==> src/rtl/vga_timing_pkg.sv <==
// 640x480 VGA timing constants and decoder state encoding.
// Shared by the sync decoder and its edge detectors.
package vga_timing_pkg;

  localparam int H_SYNC   = 96;
  localparam int H_BP     = 48;
  localparam int H_ACTIVE = 640;
  localparam int H_FP     = 16;
  localparam int H_TOTAL  = H_SYNC + H_BP + H_ACTIVE + H_FP;

  localparam int V_SYNC   = 2;
  localparam int V_BP     = 33;
  localparam int V_ACTIVE = 480;
  localparam int V_FP     = 10;
  localparam int V_TOTAL  = V_SYNC + V_BP + V_ACTIVE + V_FP;

  typedef enum logic [1:0] {
    SEARCH = 2'd0,
    CHECK  = 2'd1,
    LOCKED = 2'd2
  } vga_state_e;

endpackage

==> src/rtl/sync_fall_det.sv <==
// Registers an active-low sync line when enabled and flags its
// falling edge in the same enabled cycle.
module sync_fall_det (
  input  logic clk_50,
  input  logic reset,
  input  logic en,
  input  logic sync_n,
  output logic fall
);

  logic q;

  always_ff @(posedge clk_50 or posedge reset) begin
    if (reset) begin
      q <= 1'b1;
    end else if (en) begin
      q <= sync_n;
    end
  end

  assign fall = en & ~sync_n & q;

endmodule

==> src/rtl/vga_sync_decoder.sv <==
// Recovers pixel coordinates and colour from a VGA HS/VS stream.
// Locks after one clean frame; any line/frame length error drops lock.
module vga_sync_decoder
  import vga_timing_pkg::*;
#(
  parameter int H_SYNC_N = H_SYNC,
  parameter int H_BP_N   = H_BP,
  parameter int H_ACT_N  = H_ACTIVE,
  parameter int H_FP_N   = H_FP,
  parameter int V_SYNC_N = V_SYNC,
  parameter int V_BP_N   = V_BP,
  parameter int V_ACT_N  = V_ACTIVE,
  parameter int V_FP_N   = V_FP
) (
  input  logic        clk_50,
  input  logic        reset,
  input  logic        pixel_en,
  input  logic        VGA_HS,
  input  logic        VGA_VS,
  input  logic [11:0] pixel_color_in,
  output logic [9:0]  X_pix,
  output logic [9:0]  Y_pix,
  output logic        pix_valid,
  output logic [11:0] pix_color,
  output logic        frame_start,
  output logic        locked,
  output logic        h_err,
  output logic        v_err
);

  localparam int H_TOT_N = H_SYNC_N + H_BP_N + H_ACT_N + H_FP_N;
  localparam int V_TOT_N = V_SYNC_N + V_BP_N + V_ACT_N + V_FP_N;

  localparam logic [9:0] H_LAST = 10'(H_TOT_N - 1);
  localparam logic [9:0] V_LAST = 10'(V_TOT_N - 1);
  localparam logic [9:0] H_LO   = 10'(H_SYNC_N + H_BP_N);
  localparam logic [9:0] H_HI   = 10'(H_SYNC_N + H_BP_N + H_ACT_N - 1);
  localparam logic [9:0] V_LO   = 10'(V_SYNC_N + V_BP_N);
  localparam logic [9:0] V_HI   = 10'(V_SYNC_N + V_BP_N + V_ACT_N - 1);

  logic       hs_fall;
  logic       vs_fall;
  logic [9:0] h_cnt;
  logic [9:0] v_cnt;
  logic [9:0] h_nxt;
  logic [9:0] v_nxt;
  logic       h_err_c;
  logic       v_err_c;
  logic       any_err;
  logic       in_win;

  vga_state_e state;
  vga_state_e state_nxt;

  sync_fall_det u_hs (
    .clk_50 (clk_50),
    .reset  (reset),
    .en     (pixel_en),
    .sync_n (VGA_HS),
    .fall   (hs_fall)
  );

  // VS is only meaningful at line starts, so it is sampled on HS edges
  sync_fall_det u_vs (
    .clk_50 (clk_50),
    .reset  (reset),
    .en     (hs_fall),
    .sync_n (VGA_VS),
    .fall   (vs_fall)
  );

  always_comb begin
    h_nxt = h_cnt;
    v_nxt = v_cnt;
    if (hs_fall) begin
      h_nxt = '0;
    end else if (pixel_en && h_cnt != '1) begin
      h_nxt = h_cnt + 10'd1;
    end
    if (vs_fall) begin
      v_nxt = '0;
    end else if (hs_fall && v_cnt != '1) begin
      v_nxt = v_cnt + 10'd1;
    end
    h_err_c = hs_fall && h_cnt != H_LAST
              && state != SEARCH;
    v_err_c = (vs_fall && v_cnt != V_LAST
               && state == LOCKED)
           || (hs_fall && !vs_fall && v_cnt == V_LAST
               && state != SEARCH);
    any_err = h_err_c || v_err_c;
    in_win  = pixel_en && state == LOCKED
              && h_nxt >= H_LO && h_nxt <= H_HI
              && v_nxt >= V_LO && v_nxt <= V_HI;
  end

  always_comb begin
    state_nxt = state;
    unique case (1'b1)
      any_err:
        state_nxt = SEARCH;
      !any_err && vs_fall && state == SEARCH:
        state_nxt = CHECK;
      !any_err && vs_fall && state == CHECK && v_cnt == V_LAST:
        state_nxt = LOCKED;
      default:
        state_nxt = state;
    endcase
  end

  always_ff @(posedge clk_50 or posedge reset) begin
    if (reset) begin
      state <= SEARCH;
    end else begin
      state <= state_nxt;
    end
  end

  always_ff @(posedge clk_50 or posedge reset) begin
    if (reset) begin
      h_cnt       <= '0;
      v_cnt       <= '0;
      X_pix       <= '0;
      Y_pix       <= '0;
      pix_color   <= '0;
      pix_valid   <= 1'b0;
      frame_start <= 1'b0;
      locked      <= 1'b0;
      h_err       <= 1'b0;
      v_err       <= 1'b0;
    end else begin
      h_cnt       <= h_nxt;
      v_cnt       <= v_nxt;
      pix_valid   <= in_win;
      frame_start <= vs_fall;
      locked      <= (state_nxt == LOCKED);
      h_err       <= h_err_c;
      v_err       <= v_err_c;
      if (in_win) begin
        X_pix     <= h_nxt - H_LO;
        Y_pix     <= v_nxt - V_LO;
        pix_color <= pixel_color_in;
      end
    end
  end

endmodule

==> config.mk <==
export PLATFORM = sky130hd
export DESIGN_NAME = vga_sync_decoder
export DESIGN_NICKNAME = d
export VERILOG_FILES = /design/src/rtl/vga_timing_pkg.sv /design/src/rtl/sync_fall_det.sv /design/src/rtl/vga_sync_decoder.sv
export SDC_FILE = /design/constraint.sdc
export NUM_CORES = 1
export LEC_CHECK = 0
export CAP_MARGIN = 20
export CORE_ASPECT_RATIO = 1.2
export CORE_MARGIN = 3
export CORE_UTILIZATION = 28
export CTS_BUF_LIST = sky130_fd_sc_hd__clkbuf_8
export CTS_CLUSTER_DIAMETER = 150
export CTS_CLUSTER_SIZE = 24
export DETAILED_ROUTE_END_ITERATION = 12
export DONT_BUFFER_PORTS = 1
export GPL_TIMING_DRIVEN = 0
export PLACE_DENSITY = 0.41
export SLEW_MARGIN = 20
export SYNTH_ARGS = -nofsm -noshare
export SYNTH_HDL_FRONTEND = slang
export SYNTH_SLANG_ARGS = --single-unit
==> constraint.sdc <==
create_clock -name clk_50 -period 4.48 [get_ports clk_50]
set_input_delay 0.672 -clock clk_50 [delete_from_list [all_inputs] [get_ports clk_50]]
set_output_delay 0.672 -clock clk_50 [all_outputs]
set_load 0.02 [all_outputs]
==> impl_metrics.env, run 1 <==
export IMPL_status="finished, final reports clean"
export IMPL_yosysSeqAreaShare_pct=45.5
export IMPL_skew_ns=0.00228
export IMPL_antenna_found_initial=0
export IMPL_synthCells=309
export IMPL_insertion_delay_ns=0.34
export IMPL_synth_cell_types=56
export IMPL_rr_startpoint="v_cnt[0]"
export IMPL_mostFrequentLayoutCells="59 x dfrtp_1, 29 x nand2_1, 27 x mux2_4, 18 x nor2_1, 14 x o21ai_0"
export IMPL_dieArea_sq_um=13400
export IMPL_async_flop_share_pct=100
export IMPL_via_count=2427
export IMPL_crit_buf_inv=1
export IMPL_crit_cells=11
export IMPL_synth_area_sq_um=3360
export IMPL_maxCapViolCount=0
export IMPL_num_rows=43
export IMPL_setup_violations=0
export IMPL_drv_slew=0
export IMPL_routed_wirelength_mm=8.30
export IMPL_drtIter0Drc=88
export IMPL_stdcell_area_sq_um=3770
export IMPL_wl_per_cell_um=17.2
export IMPL_clkSlewWorstSetupHoldPaths_ns=0.07
export IMPL_antenna_cells=0
export IMPL_ctsRootBufferMaster="clkbuf_8"
export IMPL_avgSynthCellArea_sq_um=10.9
export IMPL_nFillCells=1253
export IMPL_grt_pass1_vias=2592
export IMPL_slowest_stage="a2111oi_4"
export IMPL_setup_tns_ns=0
export IMPL_first_pass_iters=4
export IMPL_overflow=0
export IMPL_cts_buffers=9
export IMPL_worstPathArrival_ns=4.35
export IMPL_fmaxAchievable_mhz=243
export IMPL_dp_hpwl_mm=6.07
export IMPL_cts_hold_buffers=0
export IMPL_fin_crit_sh_pct=91.9
export IMPL_path_class="flip-flop to flip-flop"
export IMPL_min_path_type="input port to asynchronous set/reset pin"
export IMPL_num_io_pins=54
export IMPL_area_growth_pct=12.2
export IMPL_htree_levels=3
export IMPL_port_buffer_count=0
export IMPL_worstPathRequired_ns=4.71
export IMPL_vias_per_cell=5.02
export IMPL_reg2regPathDepth=11
export IMPL_p_per_area_nw_per_um2=392
export IMPL_peakVddDrop_mv=0.152
export IMPL_drc=0
export IMPL_p_leak_nw=1.62
export IMPL_antenna_left=0
export IMPL_worst_pin_slew_ns=0.892
export IMPL_crit_start="v_cnt[0]"
export IMPL_critPathCaptureType="flip-flop"
export IMPL_crit_fanout=10
export IMPL_worstSetupStartpointType="flip-flop"
export IMPL_ys_ff_latch=61
export IMPL_grt_max_degree=39
export IMPL_dpl_instance_area_sq_um=3580
export IMPL_maxSlewHeadroom_pct=39.0
export IMPL_fin_util_pct=32.4
export IMPL_cts_sinks=61
export IMPL_die_h_um=126
export IMPL_core_area_sq_um=11600
export IMPL_start_util_pct=28.9
export IMPL_finalCriticalPeriod_ns=4.12
export IMPL_cp_top_family="compound AO/OA/AOI/OAI gates"
export IMPL_rsz0062_at_grt="no"
export IMPL_slowest_delay_ns=0.69
export IMPL_drive_above_1_share_pct=19.9
export IMPL_synth_edf_count=0
export IMPL_hold_viol=0
export IMPL_post_cts_buffers=0
export IMPL_cts_tree="done"
export IMPL_ctsLongestPathBuffers=2
export IMPL_ys_flop_type="dfrtp_1"
export IMPL_grt_pass1_wl_mm=13.6
export IMPL_yosysWarnings=0
export IMPL_synthesis_nets=333
export IMPL_nNetsFinal=345
export IMPL_gp_congestion=0.863
export IMPL_fp_dieW_um=106
export IMPL_crit_chain="ha_1, nand3_1, nor3_1, a21oi_1, o21ai_0, ha_1, o21ai_0, a21o_1, a2111oi_4, buf_6, mux2_4"
export IMPL_grt_use_total_pct=13.0
export IMPL_final_common_cell="dfrtp_1"
export IMPL_post_cts_resized=0
[worst register-to-register path, delay by kind of cell, from the launching register on]
family                     cells  cell delay [ns]
AOI/OAI and AO/OA              5             1.64
adders and majority gates      2             0.71
buffers and inverters          1             0.30
DFF                            1             0.43
muxes                          1             0.32
and+or+nand+nor                2             0.61
[state kept, by name (all words and copies together), names as in the netlist]
name and count:
Y_pix 10, X_pix 10, u_vs.q 1, locked 1, frame_start 1, v_err 1, pix_valid 1, h_cnt 10
pix_color 12, v_cnt 10, h_err 1, state 2, u_hs.q 1
[per-stage QoR]
stage	hold slack [ns]	cells	setup WS, ns	total power [W]
after CTS	0.150	483	0.247	0.00151
after floorplan	0.444	309	1.14	0.000907
after global routing	0.151	483	0.0172	0.00158
after global placement	0.459	466	0.225	0.00101
after detailed placement	0.455	467	0.198	0.00101
final	0.159	483	0.363	0.00148
[cells in the mapped netlist, types with 4 or more instances]
master / instances / share of area, %
dfrtp_1: 59 / 44
nand2_1: 29 / 3.2
mux2_4: 27 / 12
nor2_1: 18 / 2.0
o21ai_0: 14 / 2.1
inv_1: 12 / 1.3
nand3_1: 11 / 1.6
a21oi_1: 8 / 1.2
nand2b_1: 8 / 1.5
nor3_1: 8 / 1.2
ha_1: 7 / 2.6
xnor2_1: 7 / 1.8
clkbuf_1: 6 / 0.67
mux2_2: 6 / 2.0
a21o_1: 5 / 1.1
a31oi_1: 5 / 0.93
xor2_1: 5 / 1.3
and3_1: 4 / 0.74
buf_6: 4 / 1.3
mux2i_1: 4 / 1.2
nand4_1: 4 / 0.74
o31ai_1: 4 / 0.89
[per-layer routing]
layer	share of wire, %	GRT usage (%)
met5	0	0
met4	1.7	5.18
met3	4.2	4.10
met2	51	21.5
met1	43	15.8
[layout make-up]
| class | instances | area, sq um | area share, % |
|---|---|---|---|
| clock inverter | 6 | 53.8 | 1.43 |
| tap | 157 | 196 | 5.21 |
| buffer | 12 | 80.1 | 2.12 |
| multi-input combinational | 224 | 1710 | 45.2 |
| timing repair buffer | 1 | 20.0 | 0.531 |
| inverter | 12 | 47.5 | 1.26 |
| clock buffer | 10 | 138 | 3.65 |
| sequential | 61 | 1530 | 40.6 |
[cells by family (layout without fill, tap and decap cells)]
family	Yosys count	count (layout)	synth area share (%)
xor gates and xnor gates	12	12	3.13
and+or+nand+nor	107	107	16.6
buffers and inverters	24	41	3.72
adders and majority gates	7	7	2.61
AOI/OAI and AO/OA	61	61	13.1
muxes	37	37	15.3
DFF	61	61	45.5
[path summary, 6_finish.rpt]
kind                                      to  slack (ns)
worst max-delay path                Y_pix[7]        0.36
worst min-delay path            pix_color[4]        0.16
worst max register to register      Y_pix[7]        0.36
worst min register to register        u_vs.q        0.47
max in group asynchronous             u_vs.q        3.74
min in group clk_50                   u_vs.q        0.40
[where the power goes]
group | switching, W | internal, W | total (W)
Clock | 0.000220 | 0.000266 | 0.000486
Combinational | 0.000208 | 0.000133 | 0.000340
Sequential | 0.0000557 | 0.000596 | 0.000652
Note: power is estimated with default switching activity, not from simulation.
==> run 2, diff against run 1 <==
PLACE_DENSITY = unset   (was 0.41)
PLACE_DENSITY_LB_ADDON = 0.15   (was unset)
clock period = 4.7 ns   (was 4.48 ns; I/O delays follow)
==> impl_metrics.env, run 2 (synthesis results as in run 1) <==
export IMPL_ctsLongestPathBuffers=2
export IMPL_fmaxAchievable_mhz=244
export IMPL_regMostFlops="pix_color"
export IMPL_overflow=0
export IMPL_routed_wirelength_mm=8.27
export IMPL_via_count=2390
export IMPL_grt_use_total_pct=13.1
export IMPL_cts_tree="done"
export IMPL_maxCapViolCount=0
export IMPL_dp_hpwl_mm=6.08
export IMPL_die_h_um=126
export IMPL_path_class="flip-flop to flip-flop"
export IMPL_antenna_cells=0
export IMPL_start_util_pct=28.9
export IMPL_cts_buffers=9
export IMPL_drv_slew=0
export IMPL_hold_viol=0
export IMPL_power_internal_w=0.000949
export IMPL_critPathCaptureType="flip-flop"
export IMPL_fp_dieW_um=106
export IMPL_cp_top_family="compound AO/OA/AOI/OAI gates"
export IMPL_num_io_pins=54
export IMPL_mostFrequentLayoutCells="59 x dfrtp_1, 29 x nand2_1, 27 x mux2_4, 18 x nor2_1, 14 x o21ai_0"
export IMPL_rsz0062_at_grt="no"
export IMPL_largest_reg_flops=12
export IMPL_antenna_found_initial=0
export IMPL_post_cts_resized=0
export IMPL_status="finished, final reports clean"
export IMPL_num_rows=43
export IMPL_vias_per_cell=4.95
export IMPL_antenna_left=0
export IMPL_htree_levels=3
export IMPL_gp_congestion=0.850
export IMPL_grt_max_degree=45
export IMPL_layout_setup_ws_ns=0.605
export IMPL_cts_hold_buffers=0
export IMPL_drc=0
export IMPL_final_common_cell="dfrtp_1"
export IMPL_crit_fanout=10
export IMPL_maxSlewHeadroom_pct=32.9
export IMPL_min_path_type="input port to asynchronous set/reset pin"
export IMPL_core_area_sq_um=11600
export IMPL_grt_pass1_vias=2542
export IMPL_grt_pass1_wl_mm=13.7
export IMPL_crit_buf_inv=1
export IMPL_p_comb_share_pct=23.0
export IMPL_skew_ns=0.0100
export IMPL_slowest_stage="a2111oi_4"
export IMPL_slowest_delay_ns=0.67
export IMPL_drtIter0Drc=103
export IMPL_dieArea_sq_um=13400
export IMPL_setup_violations=0
export IMPL_p_per_area_nw_per_um2=373
export IMPL_worstPathRequired_ns=4.93
export IMPL_swShare_pct=32.6
export IMPL_post_cts_buffers=0
export IMPL_area_growth_pct=12.5
export IMPL_worst_pin_slew_ns=0.981
export IMPL_clkSlewWorstSetupHoldPaths_ns=0.07
export IMPL_worstSetupStartpointType="flip-flop"
export IMPL_p_switching_w=0.000459
export IMPL_p_leak_nw=1.62
export IMPL_crit_chain="ha_1, nand3_1, nor3_1, a21oi_1, o21ai_0, ha_1, o21ai_0, a21o_1, a2111oi_4, buf_6, mux2_4"
export IMPL_drive_above_1_share_pct=19.6
export IMPL_peakVddDrop_mv=0.161
export IMPL_p_clk_share_pct=32.9
export IMPL_first_pass_iters=4
export IMPL_dpl_worst_slack_ns=0.470
export IMPL_wl_per_cell_um=17.1
export IMPL_fin_crit_sh_pct=87.1
export IMPL_insertion_delay_ns=0.35
export IMPL_ctsRootBufferMaster="clkbuf_8"
export IMPL_nFillCells=1216
export IMPL_finalCriticalPeriod_ns=4.09
export IMPL_power_frac_seq_pct=44.2
export IMPL_worstPathArrival_ns=4.32
export IMPL_setup_tns_ns=0
export IMPL_cts_sinks=61
export IMPL_port_buffer_count=0
export IMPL_nNetsFinal=345
run 2: worst register-to-register path: stages (launching register included):
cell	delay [ns]
dfrtp_1	0.43
ha_1	0.32
nand3_1	0.25
nor3_1	0.38
a21oi_1	0.15
o21ai_0	0.40
ha_1	0.37
o21ai_0	0.17
a21o_1	0.23
a2111oi_4	0.67
buf_6	0.29
mux2_4	0.32
run 2: path summary, 6_finish.rpt:
kind                       cells past startpoint      endpoint      from  slack, ns
hold reg to reg                                2        u_vs.q    u_vs.q       0.47
setup reg to reg                              11      X_pix[1]  v_cnt[0]       0.61
hold / removal                                 1  pix_color[2]     reset       0.16
max in group asynchronous                      2        u_vs.q     reset       3.97
min in group clk_50                            2        u_vs.q    VGA_VS       0.44
setup / recovery                              11      X_pix[1]  v_cnt[0]       0.61
run 2: area by class of cell:
class / count / area [sq um] / area share (%)
inverter: 12 / 47.5 / 1.26
clock buffer: 10 / 138 / 3.64
sequential: 61 / 1530 / 40.5
tap: 157 / 196 / 5.20
buffer: 12 / 80.1 / 2.12
multi-input combinational: 224 / 1710 / 45.1
clock inverter: 6 / 55.1 / 1.46
timing repair buffer: 1 / 27.5 / 0.728
run 2: power groups by stage:
stage / registers, W / clock network (W) / logic [W]
finish: 0.000622 / 0.000463 / 0.000323
global placement: 0.000632 / 0 / 0.000323
detailed placement: 0.000629 / 0 / 0.000325
floorplan: 0.000617 / 0 / 0.000248
global route: 0.000629 / 0.000503 / 0.000369
CTS: 0.000620 / 0.000484 / 0.000328
run 2: metrics by stage:
step / cell area [sq um] / utilization [%] / power [W] / instances / hold WS, ns
6_report: 3780 / 32.5 / 0.00141 / 483 / 0.162
5_1_grt: 3780 / 32.5 / 0.00150 / 483 / 0.160
4_1_cts: 3780 / 32.5 / 0.00143 / 483 / 0.148
3_5_place_dp: 3590 / 30.9 / 0.000954 / 467 / 0.464
3_3_place_gp: 3560 / 30.6 / 0.000955 / 466 / 0.459
2_1_floorplan: 3360 / - / 0.000864 / 309 / 0.444
run 2: metal layers:
layer	up-vias	share of wire (%)	track usage, %
met2	41	51	21.8
met1	1186	43	16.0
li1	1151	-	-
met4	0	1.8	5.41
met3	12	3.9	3.69
met5	-	0	0
==> run 3, diff against run 2 <==
CORE_ASPECT_RATIO = 1.4   (was 1.2)
==> impl_metrics.env, run 3 (synthesis results as in run 1) <==
export IMPL_wl_per_cell_um=17.8
export IMPL_dp_hpwl_mm=6.15
export IMPL_via_count=2409
export IMPL_core_area_sq_um=11500
export IMPL_setup_tns_ns=0
export IMPL_cts_tree="done"
export IMPL_vias_per_cell=5.15
export IMPL_p_per_area_nw_per_um2=363
export IMPL_nNetsFinal=345
export IMPL_final_common_cell="dfrtp_1"
export IMPL_post_cts_resized=0
export IMPL_nFillCells=1188
export IMPL_overflow=0
export IMPL_top_layer="met4"
export IMPL_power_frac_seq_pct=46.1
export IMPL_cts_hold_buffers=0
export IMPL_num_rows=46
export IMPL_antenna_found_initial=0
export IMPL_wl_met2_mm=4.35
export IMPL_skew_ns=0.00808
export IMPL_grt_max_degree=36
export IMPL_ctsRootBufferMaster="clkbuf_8"
export IMPL_dpl_instance_area_sq_um=3560
export IMPL_insertion_delay_ns=0.35
export IMPL_finalCriticalPeriod_ns=4.06
export IMPL_rr_startpoint="v_cnt[0]"
export IMPL_clkSlewWorstSetupHoldPaths_ns=0.06
export IMPL_rsz0062_at_grt="no"
export IMPL_critPathCaptureType="flip-flop"
export IMPL_area_growth_pct=10.9
export IMPL_start_util_pct=29.2
export IMPL_maxSlewHeadroom_pct=38.1
export IMPL_post_cts_buffers=0
export IMPL_drv_slew=0
export IMPL_p_clk_share_pct=30.4
export IMPL_worstPathArrival_ns=4.29
export IMPL_dieArea_sq_um=13400
export IMPL_wl_met1_mm=3.33
export IMPL_fin_crit_sh_pct=86.4
export IMPL_antenna_cells=0
export IMPL_grt_use_total_pct=12.9
export IMPL_grt_pass1_vias=2527
export IMPL_path_class="flip-flop to flip-flop"
export IMPL_worst_pin_slew_ns=0.905
export IMPL_mostFrequentLayoutCells="59 x dfrtp_1, 29 x nand2_1, 27 x mux2_4, 18 x nor2_1, 14 x o21ai_0"
export IMPL_rr_endpoint="Y_pix[7]"
export IMPL_largest_reg_flops=12
export IMPL_die_h_um=136
export IMPL_p_leak_nw=1.60
export IMPL_min_path_type="input port to asynchronous set/reset pin"
export IMPL_swShare_pct=33.1
export IMPL_first_pass_iters=4
export IMPL_maxCapViolCount=0
export IMPL_drc=0
export IMPL_reg2regPathDepth=11
export IMPL_ctsLongestPathBuffers=2
export IMPL_num_io_pins=54
export IMPL_worstPathRequired_ns=4.93
export IMPL_worstSetupStartpointType="flip-flop"
export IMPL_cts_buffers=9
export IMPL_fp_dieW_um=98.6
export IMPL_fmaxAchievable_mhz=246
export IMPL_met3_length_um=396
export IMPL_drtIter0Drc=112
export IMPL_power_internal_w=0.000906
export IMPL_routed_wirelength_mm=8.33
export IMPL_drive_above_1_share_pct=19.4
export IMPL_hold_viol=0
export IMPL_regMostFlops="pix_color"
export IMPL_port_buffer_count=0
export IMPL_htree_levels=3
export IMPL_p_comb_share_pct=23.6
export IMPL_crit_fanout=10
export IMPL_p_switching_w=0.000449
export IMPL_setup_violations=0
export IMPL_stdcell_area_sq_um=3730
export IMPL_cts_sinks=61
export IMPL_grt_pass1_wl_mm=13.3
export IMPL_peakVddDrop_mv=0.116
export IMPL_status="finished, final reports clean"
export IMPL_gp_congestion=0.816
export IMPL_r2r_slack_ns=0.64
export IMPL_antenna_left=0
[run 3: changes by cell type in the layout (fill, tap and decap cells not counted)]
cell        before  now
buf_12           0    1
clkinvlp_4       1    0
bufinv_16        1    0
clkbuf_8        10   11
buf_16           1    0
inv_1           13   12
[run 3: through the flow]
step                hold WS, ns  util, %  std cells  worst slack, ns  power, W
finish                    0.205     32.4        468            0.639   0.00135
global route              0.205     32.4        468            0.220   0.00145
CTS                       0.195     32.4        468            0.592   0.00138
detailed placement        0.461     30.9        454            0.581  0.000958
global placement          0.456     30.8        453            0.562  0.000957
floorplan                 0.444        -        309             1.32  0.000864
[run 3: worst max path at each step]
stage	startpoint	end	slack (ns)	cells after the start
2_1_floorplan	VGA_HS	X_pix[0]	1.32	11
3_3_place_gp	v_cnt[0]	Y_pix[5]	0.56	11
3_5_place_dp	VGA_HS	Y_pix[6]	0.58	11
4_1_cts	v_cnt[0]	Y_pix[7]	0.59	11
5_1_grt	v_cnt[0]	Y_pix[7]	0.22	11
6_report	v_cnt[0]	Y_pix[7]	0.64	11
[run 3: critical path: stages, from the launching register on]
cell       delay, ns
dfrtp_1         0.44
ha_1            0.30
nand3_1         0.26
nor3_1          0.36
a21oi_1         0.14
o21ai_0         0.42
ha_1            0.35
o21ai_0         0.16
a21o_1          0.24
a2111oi_4       0.66
buf_6           0.29
mux2_4          0.31
[run 3: cell type report]
cell class                      count  area, sq um  share of cell area (%)
Tap cell                          144          180                    4.83
Clock buffer                       11          151                    4.06
Sequential cell                    61         1530                    41.0
Multi-Input combinational cell    224         1710                    45.8
Buffer                             12         80.1                    2.15
Clock inverter                      3         13.8                   0.369
Inverter                           12         47.5                    1.28
Timing Repair Buffer                1         20.0                   0.537
[run 3: layer usage]
layer	track usage, %	vias up
li1	-	1149
met1	14.5	1176
met2	22.2	67
met3	3.30	17
met4	6.91	0
met5	0	-
[run 3: power groups by stage]
stage,Combinational (W),Sequential [W],Clock [W]
after floorplan,0.000248,0.000617,0
after global routing,0.000365,0.000632,0.000452
after CTS,0.000326,0.000625,0.000432
after detailed placement,0.000324,0.000633,0
final,0.000319,0.000624,0.000411
after global placement,0.000323,0.000634,0
